File: src/rtl/hash_scan_pkg.sv
// hash_scan_pkg: shared state encoding and bus/report constants
// for the hash result scanner.
package hash_scan_pkg;

    localparam int MEM_AW = 16;
    localparam int MEM_DW = 32;

    localparam int REPORT_WORDS    = 3;
    localparam int REPORT_FLAG_OFS = 0;
    localparam int REPORT_HASH_OFS = 1;
    localparam int REPORT_CNT_OFS  = 2;

    typedef enum logic [2:0] {
        IDLE,
        RD,
        DRAIN,
        WR0,
        WR1,
        WR2,
        DONE
    } scan_state_t;

    function automatic logic [MEM_AW-1:0] word_addr(
        input logic [MEM_AW-1:0] base,
        input int                ofs
    );
        return base + MEM_AW'(ofs);
    endfunction

endpackage

File: src/rtl/scan_min_tracker.sv
// scan_min_tracker: running strict minimum (lowest index wins ties)
// and below-target hit counter over a stream of tagged hash words.
module scan_min_tracker
    import hash_scan_pkg::*;
#(
    parameter int IW = 4
) (
    input  logic              clk,
    input  logic              rst_n,
    input  logic              clear,
    input  logic              valid,
    input  logic [IW-1:0]     idx,
    input  logic [MEM_DW-1:0] data,
    input  logic [MEM_DW-1:0] target,
    output logic [MEM_DW-1:0] best_hash,
    output logic [IW-1:0]     best_idx,
    output logic [4:0]        hit_count
);

    logic [MEM_DW-1:0] hash_q, hash_d;
    logic [IW-1:0]     idx_q, idx_d;
    logic [4:0]        cnt_q, cnt_d;

    always_comb begin
        hash_d = hash_q;
        idx_d  = idx_q;
        cnt_d  = cnt_q;
        if (clear) begin
            hash_d = '1;
            idx_d  = '0;
            cnt_d  = '0;
        end else if (valid) begin
            if (data < hash_q) begin
                hash_d = data;
                idx_d  = idx;
            end
            if (data < target) begin
                cnt_d = cnt_q + 5'd1;
            end
        end
    end

    always_ff @(posedge clk or negedge rst_n) begin
        if (!rst_n) begin
            hash_q <= '1;
            idx_q  <= '0;
            cnt_q  <= '0;
        end else begin
            hash_q <= hash_d;
            idx_q  <= idx_d;
            cnt_q  <= cnt_d;
        end
    end

    assign best_hash = hash_q;
    assign best_idx  = idx_q;
    assign hit_count = cnt_q;

endmodule

File: src/rtl/hash_result_scanner.sv
// hash_result_scanner: sweeps the nonce result table, tracks the best
// hash and hit count, then writes a 3-word report over the shared bus.
module hash_result_scanner
    import hash_scan_pkg::*;
#(
    parameter  int NUM_NONCES = 16,
    parameter  int RD_LAT     = 2,
    localparam int IW         = (NUM_NONCES > 1) ? $clog2(NUM_NONCES) : 1
) (
    input  logic              clk,
    input  logic              reset_n,
    input  logic              start,
    input  logic [MEM_AW-1:0] result_addr,
    input  logic [MEM_AW-1:0] report_addr,
    input  logic [MEM_DW-1:0] target,
    output logic              done,
    output logic              found,
    output logic [IW-1:0]     best_idx,
    output logic [MEM_DW-1:0] best_hash,
    output logic [4:0]        hit_count,
    output logic              mem_clk,
    output logic              mem_we,
    output logic [MEM_AW-1:0] mem_addr,
    output logic [MEM_DW-1:0] mem_write_data,
    input  logic [MEM_DW-1:0] mem_read_data
);

    scan_state_t       state_q, state_d;
    logic [IW-1:0]     k_q, k_d;
    logic [MEM_AW-1:0] res_base_q, rep_base_q;
    logic [MEM_DW-1:0] tgt_q;
    logic              found_q, found_d;
    logic              we_q, we_d;
    logic [MEM_AW-1:0] addr_q, addr_d;
    logic [MEM_DW-1:0] wdata_q, wdata_d;
    logic [RD_LAT-1:0] vld_q;
    logic [IW-1:0]     tag_q [RD_LAT];
    logic              accept;
    logic              issue;
    logic              meets;

    assign accept = (state_q == IDLE) && start;
    assign issue  = (state_q == RD);
    assign meets  = best_hash < tgt_q;

    scan_min_tracker #(.IW(IW)) u_track (
        .clk       (clk),
        .rst_n     (reset_n),
        .clear     (accept),
        .valid     (vld_q[RD_LAT-1]),
        .idx       (tag_q[RD_LAT-1]),
        .data      (mem_read_data),
        .target    (tgt_q),
        .best_hash (best_hash),
        .best_idx  (best_idx),
        .hit_count (hit_count)
    );

    always_comb begin
        state_d = state_q;
        k_d     = k_q;
        found_d = found_q;
        we_d    = 1'b0;
        addr_d  = addr_q;
        wdata_d = wdata_q;
        unique case (state_q)
            IDLE: begin
                if (start) begin
                    found_d = 1'b0;
                    k_d     = '0;
                    state_d = RD;
                end
            end
            RD: begin
                addr_d = res_base_q + MEM_AW'(k_q);
                k_d    = k_q + 1'b1;
                if (k_q == IW'(NUM_NONCES - 1)) begin
                    state_d = DRAIN;
                end
            end
            DRAIN: begin
                // Pipe empty means the last tagged word is already folded in.
                if (vld_q == '0) begin
                    found_d = meets;
                    we_d    = 1'b1;
                    addr_d  = word_addr(rep_base_q, REPORT_FLAG_OFS);
                    wdata_d = {meets, {(MEM_DW-1-IW){1'b0}}, best_idx};
                    state_d = WR0;
                end
            end
            WR0: begin
                we_d    = 1'b1;
                addr_d  = word_addr(rep_base_q, REPORT_HASH_OFS);
                wdata_d = best_hash;
                state_d = WR1;
            end
            WR1: begin
                we_d    = 1'b1;
                addr_d  = word_addr(rep_base_q, REPORT_CNT_OFS);
                wdata_d = {{(MEM_DW-5){1'b0}}, hit_count};
                state_d = WR2;
            end
            WR2: begin
                state_d = DONE;
            end
            DONE: begin
                if (!start) begin
                    state_d = IDLE;
                end
            end
            default: begin
                state_d = IDLE;
            end
        endcase
    end

    always_ff @(posedge clk or negedge reset_n) begin
        if (!reset_n) begin
            state_q    <= IDLE;
            k_q        <= '0;
            res_base_q <= '0;
            rep_base_q <= '0;
            tgt_q      <= '0;
            found_q    <= 1'b0;
            we_q       <= 1'b0;
            addr_q     <= '0;
            wdata_q    <= '0;
        end else begin
            state_q <= state_d;
            k_q     <= k_d;
            found_q <= found_d;
            we_q    <= we_d;
            addr_q  <= addr_d;
            wdata_q <= wdata_d;
            if (accept) begin
                res_base_q <= result_addr;
                rep_base_q <= report_addr;
                tgt_q      <= target;
            end
        end
    end

    always_ff @(posedge clk or negedge reset_n) begin
        if (!reset_n) begin
            vld_q <= '0;
            for (int s = 0; s < RD_LAT; s++) begin
                tag_q[s] <= '0;
            end
        end else begin
            for (int s = RD_LAT - 1; s > 0; s--) begin
                vld_q[s] <= vld_q[s-1];
                tag_q[s] <= tag_q[s-1];
            end
            vld_q[0] <= issue;
            tag_q[0] <= k_q;
        end
    end

    assign done           = (state_q == DONE);
    assign found          = found_q;
    assign mem_clk        = clk;
    assign mem_we         = we_q;
    assign mem_addr       = addr_q;
    assign mem_write_data = wdata_q;

endmodule

File: config.mk
export PLATFORM = sky130hd
export DESIGN_NAME = hash_result_scanner
export DESIGN_NICKNAME = d
export VERILOG_FILES = /design/src/rtl/hash_scan_pkg.sv /design/src/rtl/scan_min_tracker.sv /design/src/rtl/hash_result_scanner.sv
export SDC_FILE = /design/constraint.sdc
export NUM_CORES = 1
export LEC_CHECK = 0
export ABC_AREA = 1
export BUFFER_PORTS_ARGS = -buffer_cell sky130_fd_sc_hd__buf_2
export CAP_MARGIN = 20
export CORE_MARGIN = 8
export CORE_UTILIZATION = 40
export DETAILED_ROUTE_END_ITERATION = 12
export PLACE_DENSITY = 0.73
export SETUP_SLACK_MARGIN = 0.5
export SLEW_MARGIN = 20
export SYNTH_ARGS = -nofsm -noshare
export SYNTH_HDL_FRONTEND = slang
export SYNTH_SLANG_ARGS = --single-unit
File: constraint.sdc
create_clock -name clk -period 2.6 [get_ports clk]
set_input_delay 0.13 -clock clk [delete_from_list [all_inputs] [get_ports clk]]
set_output_delay 0.13 -clock clk [all_outputs]
set_load 0.01 [all_outputs]
==> results.sh, run 1 <==
export IMPL_yosysWarnings=0
export IMPL_synth_area_leader_cell="dfrtp_1"
export IMPL_timing_final_crit_period_ns=2.244
export IMPL_timing_setup_critical_path_class="reg2reg"
export IMPL_grt_pass1_vias=10370
export IMPL_start_util=0.4054
export IMPL_clk_pin_slew_ns=0.08
export IMPL_timing_final_hold_violations=0
export IMPL_drive_above_1_share=0.3088
export IMPL_routabilityCongestion=0.8855
export IMPL_netlist_area_sq_um=10150
export IMPL_max_freq_mhz=445.7
export IMPL_syn_to_final_growth_pct=45.09
export IMPL_fp_row_count=58
export IMPL_setup_violations=0
export IMPL_port_buffers=191
export IMPL_dieHeight_um=175.3
export IMPL_post_drt_wl_per_cell_um=18.09
export IMPL_ir_worst_vdd_uv=548.6
export IMPL_synth_cell_types=46
export IMPL_hold_worst_slack_ns=0.1145
export IMPL_synth_ff_type="dfrtp_1"
export IMPL_slew_headroom=0.6016
export IMPL_drc=0
export IMPL_postSynthCellCount=1269
export IMPL_synth_common_cells="285 x nand2_1, 167 x inv_1, 140 x dfrtp_1, 132 x a21oi_1, 113 x nor2_1"
export IMPL_rsz0062_at_grt="true"
export IMPL_viasPerCell=5.274
export IMPL_worstSkewPairLatency_ns=0.55
export IMPL_grt_max_degree=62
export IMPL_crit_path_end_kind="register"
export IMPL_synth_top_cells_by_area="dfrtp_1 35%, ha_1 12%, nand2_1 11%, dfstp_2 8.3%, a21oi_1 6.5%"
export IMPL_ios=192
export IMPL_path_max_fanout=4
export IMPL_finish_utilization=0.5882
export IMPL_tns_ns=0
export IMPL_ant_nets=0
export IMPL_synth_seq_cells=172
export IMPL_critPathRequiredTime_ns=3.08
export IMPL_overflow=0
export IMPL_syn_mean_instance_area_sq_um=7.998
export IMPL_async_flop_share=1.000
export IMPL_synth_top_area_frac=0.3452
export IMPL_fillerInstances=2031
export IMPL_arrival_ns=2.73
export IMPL_synth_most_common_cell="nand2_1"
export IMPL_drt_iter0_markers=900
export IMPL_yosysSeqAreaShare=0.4280
export IMPL_worst_slew_pin_slew_ns=0.5976
export IMPL_fin_worst_skew_ns=0.01179
export IMPL_firstDrtPassIters=6
export IMPL_finalWirelength_um=35690
export IMPL_p_leak_nw=7.653
export IMPL_slew_viol_final=0
export IMPL_synth_nets=1470
export IMPL_finalCritPeriodShare=0.8630
export IMPL_dieArea_sq_um=30730
export IMPL_hpwl_um=22530
export IMPL_cts_tree="done"
export IMPL_grt_pass1_wl_um=53600
export IMPL_fin_nets=1830
export IMPL_start_kind="register"
export IMPL_die_width_um=175.3
export IMPL_fp_coreArea_sq_um=25040
export IMPL_min_path_type="in2async"
export IMPL_track_usage=0.2177
export IMPL_antenna_found_initial=2
export IMPL_num_vias=10406
export IMPL_maxCapViolations=0
export IMPL_power_density_nw_per_um2=1267
export IMPL_status="finished, final reports clean"
export IMPL_synth_edf_count=0
## power by group
group          switching, W  internal (W)  leakage (nW)  total, W
clock               0.00131       0.00158         0.326   0.00289
sequential         0.000890       0.00408          2.00   0.00497
combinational       0.00636       0.00442          5.33    0.0108
total               0.00856        0.0101          7.65    0.0187
## cell usage in the layout (no fill, tap or decap), types with 7 or more instances in the layout
cell and n:
nand2_1 251, buf_2 190, inv_1 152, dfrtp_1 135, a21oi_1 116, nor2_1 104
dlygate4sd3_1 97, ha_1 78, buf_4 61, o21ai_0 57, nand3_1 52, dfstp_2 32
nand2_2 25, clkbuf_16 24, nand3_2 22, ha_4 22, nand4_1 20, inv_2 18
a21oi_2 17, o21ai_1 16, nand2_4 10, o211ai_1 10, buf_12 10, nor2_4 8
nor3_1 8, a31oi_1 8, buf_6 8, o22ai_1 7
## worst max-delay path: stages (launching register included)
cell	delay, ns
dfstp_2	0.53
inv_1	0.06
ha_1	0.30
nand2_2	0.10
nor2_4	0.05
buf_4	0.12
a21oi_1	0.16
o21a_2	0.25
nand2_8	0.09
buf_6	0.15
buf_6	0.12
buf_16	0.13
nand3_1	0.06
nand2_1	0.05
## metal layers
metal,vias up,wire (um),global-route usage
met1,4946,14320,0.2625
met5,-,10,0
met3,117,2526,0.05282
li1,4915,-,-
met2,426,17230,0.3577
met4,2,1604,0.1113
## path summary, 6_finish.rpt
check                                      start                    to  slack, ns  cells past startpoint
setup / recovery           u_track.best_hash[30]  u_track.best_hash[9]       0.36                     13
hold / removal                           reset_n             tgt_q[24]       0.11                      2
setup reg to reg           u_track.best_hash[30]  u_track.best_hash[9]       0.36                     13
hold reg to reg                         tag_q[4]              tag_q[0]       0.35                      0
max in group asynchronous                reset_n  u_track.best_hash[5]       1.70                      3
min in group clk                           start            state_q[0]       0.12                      4
## cell type report
class,count,area (sq um),area share
multi-input combinational,882,5675,0.3854
sequential,172,4350,0.2954
timing repair buffer,376,2933,0.1992
inverter,176,675.6,0.04588
clock buffer,21,505.5,0.03432
tap,330,412.9,0.02804
clock inverter,15,171.4,0.01164
antenna,1,2.502,0.0001699
## flip-flops by register name, summed over array words and instances (netlist names), 4 cells and up
signal	flops
k_q	4
mem_addr	16
mem_write_data	32
rep_base_q	16
res_base_q	16
tag_q	8
tgt_q	32
u_track.best_hash	32
u_track.best_idx	4
u_track.hit_count	5
## metrics by stage
step                      setup slack (ns)  area (sq um)  cells  total power (W)
after global placement              0.2921         11520   1766          0.01283
after global routing                0.2593         14730   1973          0.02004
after detailed placement            0.2096         11520   1766          0.01310
final                               0.3563         14730   1973          0.01865
after floorplan                     0.5267         10150   1269          0.01040
after CTS                           0.4474         13920   1941          0.01716
## logic make-up (layout without fill, tap and decap cells)
| logic type | count (synthesis) | in the layout | share of synthesized area |
|---|---|---|---|
| AOI/OAI and AO/OA | 248 | 248 | 0.1315 |
| xor gates and xnor gates | 7 | 7 | 0.006041 |
| adders and majority gates | 102 | 102 | 0.1265 |
| buffers and inverters | 217 | 588 | 0.08592 |
| DFF | 172 | 172 | 0.4280 |
| muxes | 6 | 6 | 0.006656 |
| other | 0 | 1 | 0 |
| and+or+nand+nor | 517 | 519 | 0.2154 |
## timing repair
| action | CTS | global route |
|---|---|---|
| hold buffers | 97 | 0 |
| cloned | 6 | 5 |
| setup buffers | 37 | 26 |
| endpoints found under the setup margin | 74 | 97 |
| endpoints found under the hold margin | 151 | 0 |
| resized for setup | 76 | 113 |
| pin swaps | 31 | 53 |
Note: power is estimated with default switching activity, not from simulation.
==> inputs of run 2 (changes only) <==
--- a/config.mk
+++ b/config.mk
@@ -10,6 +10,7 @@
 export CAP_MARGIN = 20
 export CORE_MARGIN = 8
 export CORE_UTILIZATION = 40
+export CTS_CLUSTER_DIAMETER = 60
 export DETAILED_ROUTE_END_ITERATION = 12
 export PLACE_DENSITY = 0.73
 export SETUP_SLACK_MARGIN = 0.5
==> constraint.sdc (replaced) <==
create_clock -name clk -period 2.6 [get_ports clk]
set_input_delay 0.13 -clock clk [delete_from_list [all_inputs] [get_ports clk]]
set_output_delay 0.13 -clock clk [all_outputs]
set_load 0.05 [all_outputs]
==> results.sh, run 2 (synthesis gave the netlist of run 1 again) <==
export IMPL_start_kind="register"
export IMPL_crit_chain="inv_2, ha_4, a21oi_1, nand3b_1, a21oi_2, nor2_1, nand2_2, nand2_2, nand2_2, buf_6, nand2_8, buf_12, nand2_2, nand2_2"
export IMPL_maxCapViolations=0
export IMPL_ir_worst_vdd_uv=702.7
export IMPL_ios=192
export IMPL_dp_cells=1769
export IMPL_crit_start="u_track.best_hash[9]"
export IMPL_antenna_cells=0
export IMPL_cpLargestDelayFamily="simple AND/OR/NAND/NOR gates"
export IMPL_drt_iter0_markers=828
export IMPL_met3_usage=0.04230
export IMPL_ant_nets=0
export IMPL_path_buf_inv=3
export IMPL_r2r_end="u_track.best_hash[22]"
export IMPL_grt_max_degree=78
export IMPL_max_freq_mhz=452.2
export IMPL_post_drt_wl_per_cell_um=17.17
export IMPL_fillerInstances=2139
export IMPL_grt_busiest_layer="met2"
export IMPL_slew_viol_final=0
export IMPL_stdcell_count=1950
export IMPL_viasPerCell=5.234
export IMPL_crit_path_end_kind="register"
export IMPL_min_path_type="in2async"
export IMPL_clk_pin_slew_ns=0.08
export IMPL_syn_to_final_growth_pct=39.50
export IMPL_arrival_ns=2.68
export IMPL_slew_headroom=0.6008
export IMPL_grt_pass1_vias=10206
export IMPL_placed_area_sq_um=11560
export IMPL_worstRegToRegCells=14
export IMPL_path_max_fanout=8
export IMPL_path_depth=14
export IMPL_grt_pass1_wl_um=52980
export IMPL_start_util=0.4054
export IMPL_dieHeight_um=175.3
export IMPL_timing_rr_start="u_track.best_hash[9]"
export IMPL_mostFrequentLayoutCell="nand2_1"
export IMPL_track_usage=0.2142
export IMPL_firstDrtPassIters=5
export IMPL_slowest_stage="dfstp_2"
export IMPL_die_width_um=175.3
export IMPL_timing_final_hold_violations=0
export IMPL_r2r_slack_ns=0.39
export IMPL_setup_violations=0
export IMPL_port_buffers=191
export IMPL_timing_setup_critical_path_class="reg2reg"
export IMPL_critPathRequiredTime_ns=3.07
export IMPL_cpPeakStageDelay_ns=0.56
export IMPL_fp_row_count=58
export IMPL_fp_coreArea_sq_um=25040
export IMPL_worst_slew_pin_slew_ns=0.5988
export IMPL_crit_top_cell="nand2_2"
export IMPL_overflow=0
export IMPL_status="finished, final reports clean"
export IMPL_rsz0062_at_grt="true"
export IMPL_routabilityCongestion=0.8856
export IMPL_worstSkewPairLatency_ns=0.55
export IMPL_num_vias=10206
export IMPL_timing_final_crit_period_ns=2.211
export IMPL_antenna_found_initial=0
export IMPL_drive_above_1_share=0.2765
export IMPL_tns_ns=0
export IMPL_finalCritPeriodShare=0.8505
export IMPL_grt_use_met2=0.3456
export IMPL_drc=0
export IMPL_fin_worst_skew_ns=0.01906
export IMPL_finalWirelength_um=33470
export IMPL_p_leak_nw=7.434
export IMPL_fin_nets=1808
export IMPL_final_cell_mix="242 x nand2_1, 190 x buf_2, 162 x inv_1"
export IMPL_power_density_nw_per_um2=1387
export IMPL_hpwl_um=22660
export IMPL_design_area_sq_um=14160
export IMPL_endpoint="u_track.best_hash[22]"
export IMPL_cts_tree="done"
export IMPL_use_met1=0.2710
export IMPL_dieArea_sq_um=30730
==> run 2: cell count changes in the layout (fill, tap and decap cells not counted), moves of 5 or more <==
cell,delta
buf_4,-10
buf_6,-5
ha_1,+12
ha_4,-12
inv_1,+10
inv_2,-8
nand2_1,-9
nand2_2,+15
nand2_4,-5
nand3_1,+17
nand3_2,-18
==> run 2: final cells by class <==
class	count	area, sq um	area share
multi-input cells	881	5388	0.3805
clock buffers	21	505.5	0.03570
flip-flops and latches	172	4348	0.3071
well taps	330	412.9	0.02916
inverters	176	670.6	0.04737
repair buffers	355	2664	0.1881
clock inverters	15	170.2	0.01202
==> run 2: worst min-delay path by stage <==
stage                to  slack, ns  cells past startpoint
6_report       tgt_q[7]       0.01                      2
5_1_grt        tgt_q[7]       0.01                      2
4_1_cts        tgt_q[7]      0.003                      2
3_5_place_dp   tgt_q[7]       0.01                      1
3_3_place_gp   tgt_q[7]       0.01                      1
2_1_floorplan     found      -0.17                      0
==> run 2: what timing repair did <==
item,CTS,global route
hold endpoints to repair,236,0
buffers inserted,30,13
cloned,5,1
resized for setup,53,75
pin swaps,9,24
setup endpoints to repair,59,71
hold buffers,97,0
==> run 2: through the flow <==
| stage | power, W | hold slack [ns] | utilization | setup slack (ns) |
|---|---|---|---|---|
| 5_1_grt | 0.02100 | 0.01274 | 0.5655 | 0.2839 |
| 4_1_cts | 0.01888 | 0.002808 | 0.5498 | 0.4704 |
| 2_1_floorplan | 0.01229 | -0.1656 | - | 0.4022 |
| 3_3_place_gp | 0.01469 | 0.01079 | 0.4619 | 0.3504 |
| 6_report | 0.01963 | 0.01157 | 0.5655 | 0.3888 |
| 3_5_place_dp | 0.01502 | 0.01288 | 0.4619 | 0.2568 |
==> run 2: where the power goes <==
| part | internal [W] | total (W) | switching, W |
|---|---|---|---|
| Sequential | 0.00408 | 0.00496 | 0.000880 |
| Clock | 0.00150 | 0.00288 | 0.00138 |
| Combinational | 0.00395 | 0.0118 | 0.00784 |
| Total | 0.00954 | 0.0196 | 0.0101 |
==> run 2: per-layer routing <==
layer  wire [um]  vias up
met4        1454        0
met1       13990     4829
met2       15770      413
met5           0        -
li1            -     4863
met3        2258      101
==> inputs of run 3 (changes only) <==
--- a/config.mk
+++ b/config.mk
@@ -5,13 +5,14 @@
 export SDC_FILE = /design/constraint.sdc
 export NUM_CORES = 1
 export LEC_CHECK = 0
-export ABC_AREA = 1
 export BUFFER_PORTS_ARGS = -buffer_cell sky130_fd_sc_hd__buf_2
 export CAP_MARGIN = 20
 export CORE_MARGIN = 8
 export CORE_UTILIZATION = 40
+export CTS_BUF_LIST = sky130_fd_sc_hd__clkbuf_2 sky130_fd_sc_hd__clkbuf_4 sky130_fd_sc_hd__clkbuf_8
 export CTS_CLUSTER_DIAMETER = 60
 export DETAILED_ROUTE_END_ITERATION = 12
+export GPL_ROUTABILITY_DRIVEN = 1
 export PLACE_DENSITY = 0.73
 export SETUP_SLACK_MARGIN = 0.5
 export SLEW_MARGIN = 20
==> results.sh, run 3 <==
export IMPL_status="finished, final reports clean"
export IMPL_antenna_found_initial=0
export IMPL_netlist_area_sq_um=9993
export IMPL_ios=192
export IMPL_drc=0
export IMPL_internal_power_w=0.009308
export IMPL_slew_viol_final=0
export IMPL_timing_rr_start="u_track.best_hash[6]"
export IMPL_min_path_type="in2async"
export IMPL_yosysWarnings=0
export IMPL_worstSkewPairLatency_ns=0.57
export IMPL_yosysSeqAreaShare=0.4347
export IMPL_grt_max_degree=61
export IMPL_start_util=0.4015
export IMPL_power_switching_w=0.009861
export IMPL_cpPeakStageDelay_ns=0.56
export IMPL_synth_nets=1308
export IMPL_fin_nets=1667
export IMPL_arrival_ns=3.04
export IMPL_fillerInstances=1989
export IMPL_grt_pass1_vias=10282
export IMPL_num_vias=10408
export IMPL_rsz0062_at_grt="true"
export IMPL_drt_iter0_markers=912
export IMPL_track_usage=0.2311
export IMPL_grt_pass1_wl_um=56410
export IMPL_ir_worst_vdd_uv=785.4
export IMPL_slowest_stage="dfstp_2"
export IMPL_overflow=0
export IMPL_cpLargestDelayFamily="compound AO/OA/AOI/OAI gates"
export IMPL_p_comb_frac=0.613
export IMPL_drive_above_1_share=0.3496
export IMPL_tns_ns=0
export IMPL_timing_setup_critical_path_class="reg2reg"
export IMPL_dieArea_sq_um=30300
export IMPL_hpwl_um=23500
export IMPL_swShare=0.5144
export IMPL_crit_path_end_kind="register"
export IMPL_stdcell_count=1809
export IMPL_die_width_um=174.1
export IMPL_dieHeight_um=174.1
export IMPL_ant_nets=0
export IMPL_syn_to_final_growth_pct=45.35
export IMPL_fp_coreArea_sq_um=24890
export IMPL_fp_row_count=58
export IMPL_clkPwrFrac=0.110
export IMPL_timing_final_hold_violations=0
export IMPL_timing_final_crit_period_ns=2.570
export IMPL_synth_top_cells_by_area="dfrtp_1 35%, ha_1 13%, dfstp_2 8.4%, nand2_1 7.0%, o21ai_0 5.1%"
export IMPL_fin_worst_skew_ns=0.01649
export IMPL_power_density_nw_per_um2=1320
export IMPL_dp_cells=1606
export IMPL_p_seq_frac=0.277
export IMPL_postSynthCellCount=1107
export IMPL_port_buffers=191
export IMPL_crit_start="u_track.best_hash[6]"
export IMPL_firstDrtPassIters=5
export IMPL_start_kind="register"
export IMPL_path_max_fanout=7
export IMPL_synth_seq_cells=172
export IMPL_antenna_cells=0
export IMPL_mostFrequentLayoutCell="buf_2"
export IMPL_synth_top_area_frac=0.3506
export IMPL_synth_area_leader_cell="dfrtp_1"
export IMPL_critPathRequiredTime_ns=3.07
export IMPL_synth_most_common_cell="nand2_1"
export IMPL_synth_ff_type="dfrtp_1"
export IMPL_post_drt_wl_per_cell_um=20.44
export IMPL_setup_violations=0
export IMPL_final_cell_mix="190 x buf_2, 183 x nand2_1, 136 x dfrtp_1"
export IMPL_finalCritPeriodShare=0.9884
export IMPL_viasPerCell=5.753
export IMPL_path_buf_inv=2
export IMPL_p_leak_nw=6.746
export IMPL_cts_tree="done"
export IMPL_syn_mean_instance_area_sq_um=9.027
export IMPL_async_flop_share=1.000
export IMPL_clk_pin_slew_ns=0.11
export IMPL_worst_slew_pin_slew_ns=0.5874
export IMPL_routabilityCongestion=0.8965
export IMPL_slew_headroom=0.6076
export IMPL_synth_cell_types=67
export IMPL_maxCapViolations=0
export IMPL_synth_edf_count=0
export IMPL_crit_chain="inv_1, ha_4, a21o_1, o211ai_1, a31oi_4, buf_6, o31a_4, o21ai_2, nand3_1"
export IMPL_finalWirelength_um=36980
export IMPL_max_freq_mhz=389.1
export IMPL_synth_common_cells="186 x nand2_1, 140 x dfrtp_1, 101 x ha_1, 101 x o21ai_0, 92 x nand3_1"
==> run 3: cell count changes in the layout (fill, tap and decap cells not counted), moves of 37 or more <==
cell,delta
nor2_1,-72
nand2_1,-59
a21oi_1,-81
nand2_2,-37
inv_1,-112
==> run 3: layout make-up <==
cell class                 instances  area, sq um  share of cell area
tap                              330        412.9             0.02843
inverter                          76        289.0             0.01990
clock buffer                      22        294.0             0.02024
timing repair buffer             387         2813              0.1936
clock inverter                    14        141.4            0.009734
multi-input combinational        808         6200              0.4268
sequential                       172         4375              0.3012
==> run 3: worst paths after layout <==
| kind | endpoint | slack [ns] | depth (start not counted) |
|---|---|---|---|
| worst max-delay path | u_track.best_hash[8] | 0.03 | 9 |
| worst min-delay path | tgt_q[5] | 0.07 | 2 |
| worst max register to register | u_track.best_hash[8] | 0.03 | 9 |
| worst min register to register | tag_q[2] | 0.36 | 0 |
| max in group asynchronous | u_track.best_hash[21] | 1.76 | 3 |
| min in group clk | res_base_q[4] | 0.27 | 4 |
==> run 3: through the flow <==
stage / hold WS, ns / util / worst slack (ns) / instance area, sq um / total power (W)
global placement: 0.1372 / 0.4670 / 0.09872 / 11620 / 0.01469
finish: 0.07487 / 0.5835 / 0.03011 / 14530 / 0.01917
global route: 0.1007 / 0.5835 / 0.003744 / 14530 / 0.02040
detailed placement: 0.1341 / 0.4670 / 0.009637 / 11620 / 0.01502
floorplan: -0.1656 / - / 0.1795 / 10210 / 0.01213
CTS: 0.08485 / 0.5544 / 0.1349 / 13800 / 0.01799
==> run 3: cell families after synthesis <==
group	synth area share
mux	0.002003
xor+xnor	0.01490
compound gates	0.1815
fa+ha+maj	0.1285
simple gates	0.1863
flops	0.4347
buf+inv	0.05208
==> run 3: power by group through the flow <==
stage | Clock [W] | Sequential [W] | Combinational, W
floorplan | 0.0000829 | 0.00718 | 0.00487
global placement | 0.0000734 | 0.00533 | 0.00928
detailed placement | 0.0000734 | 0.00538 | 0.00957
CTS | 0.00215 | 0.00527 | 0.0106
global route | 0.00226 | 0.00544 | 0.0127
finish | 0.00211 | 0.00530 | 0.0118
==> run 3: repair_timing <==
| item | in CTS | in global routing |
|---|---|---|
| pin swaps | 48 | 47 |
| hold buffers | 98 | 0 |
| setup endpoints to repair | 63 | 81 |
| cloned | 7 | 3 |
| gates resized for setup | 83 | 103 |
| setup buffers | 30 | 30 |
| hold endpoints to repair | 196 | 0 |
==> run 3: metal layers <==
| layer | vias up | global-route usage | wire length (um) |
|---|---|---|---|
| li1 | 4695 | - | - |
| met4 | 0 | 0.1005 | 1526 |
| met2 | 523 | 0.3778 | 17630 |
| met5 | - | 0 | 0 |
| met1 | 5066 | 0.2904 | 14870 |
| met3 | 124 | 0.05012 | 2955 |
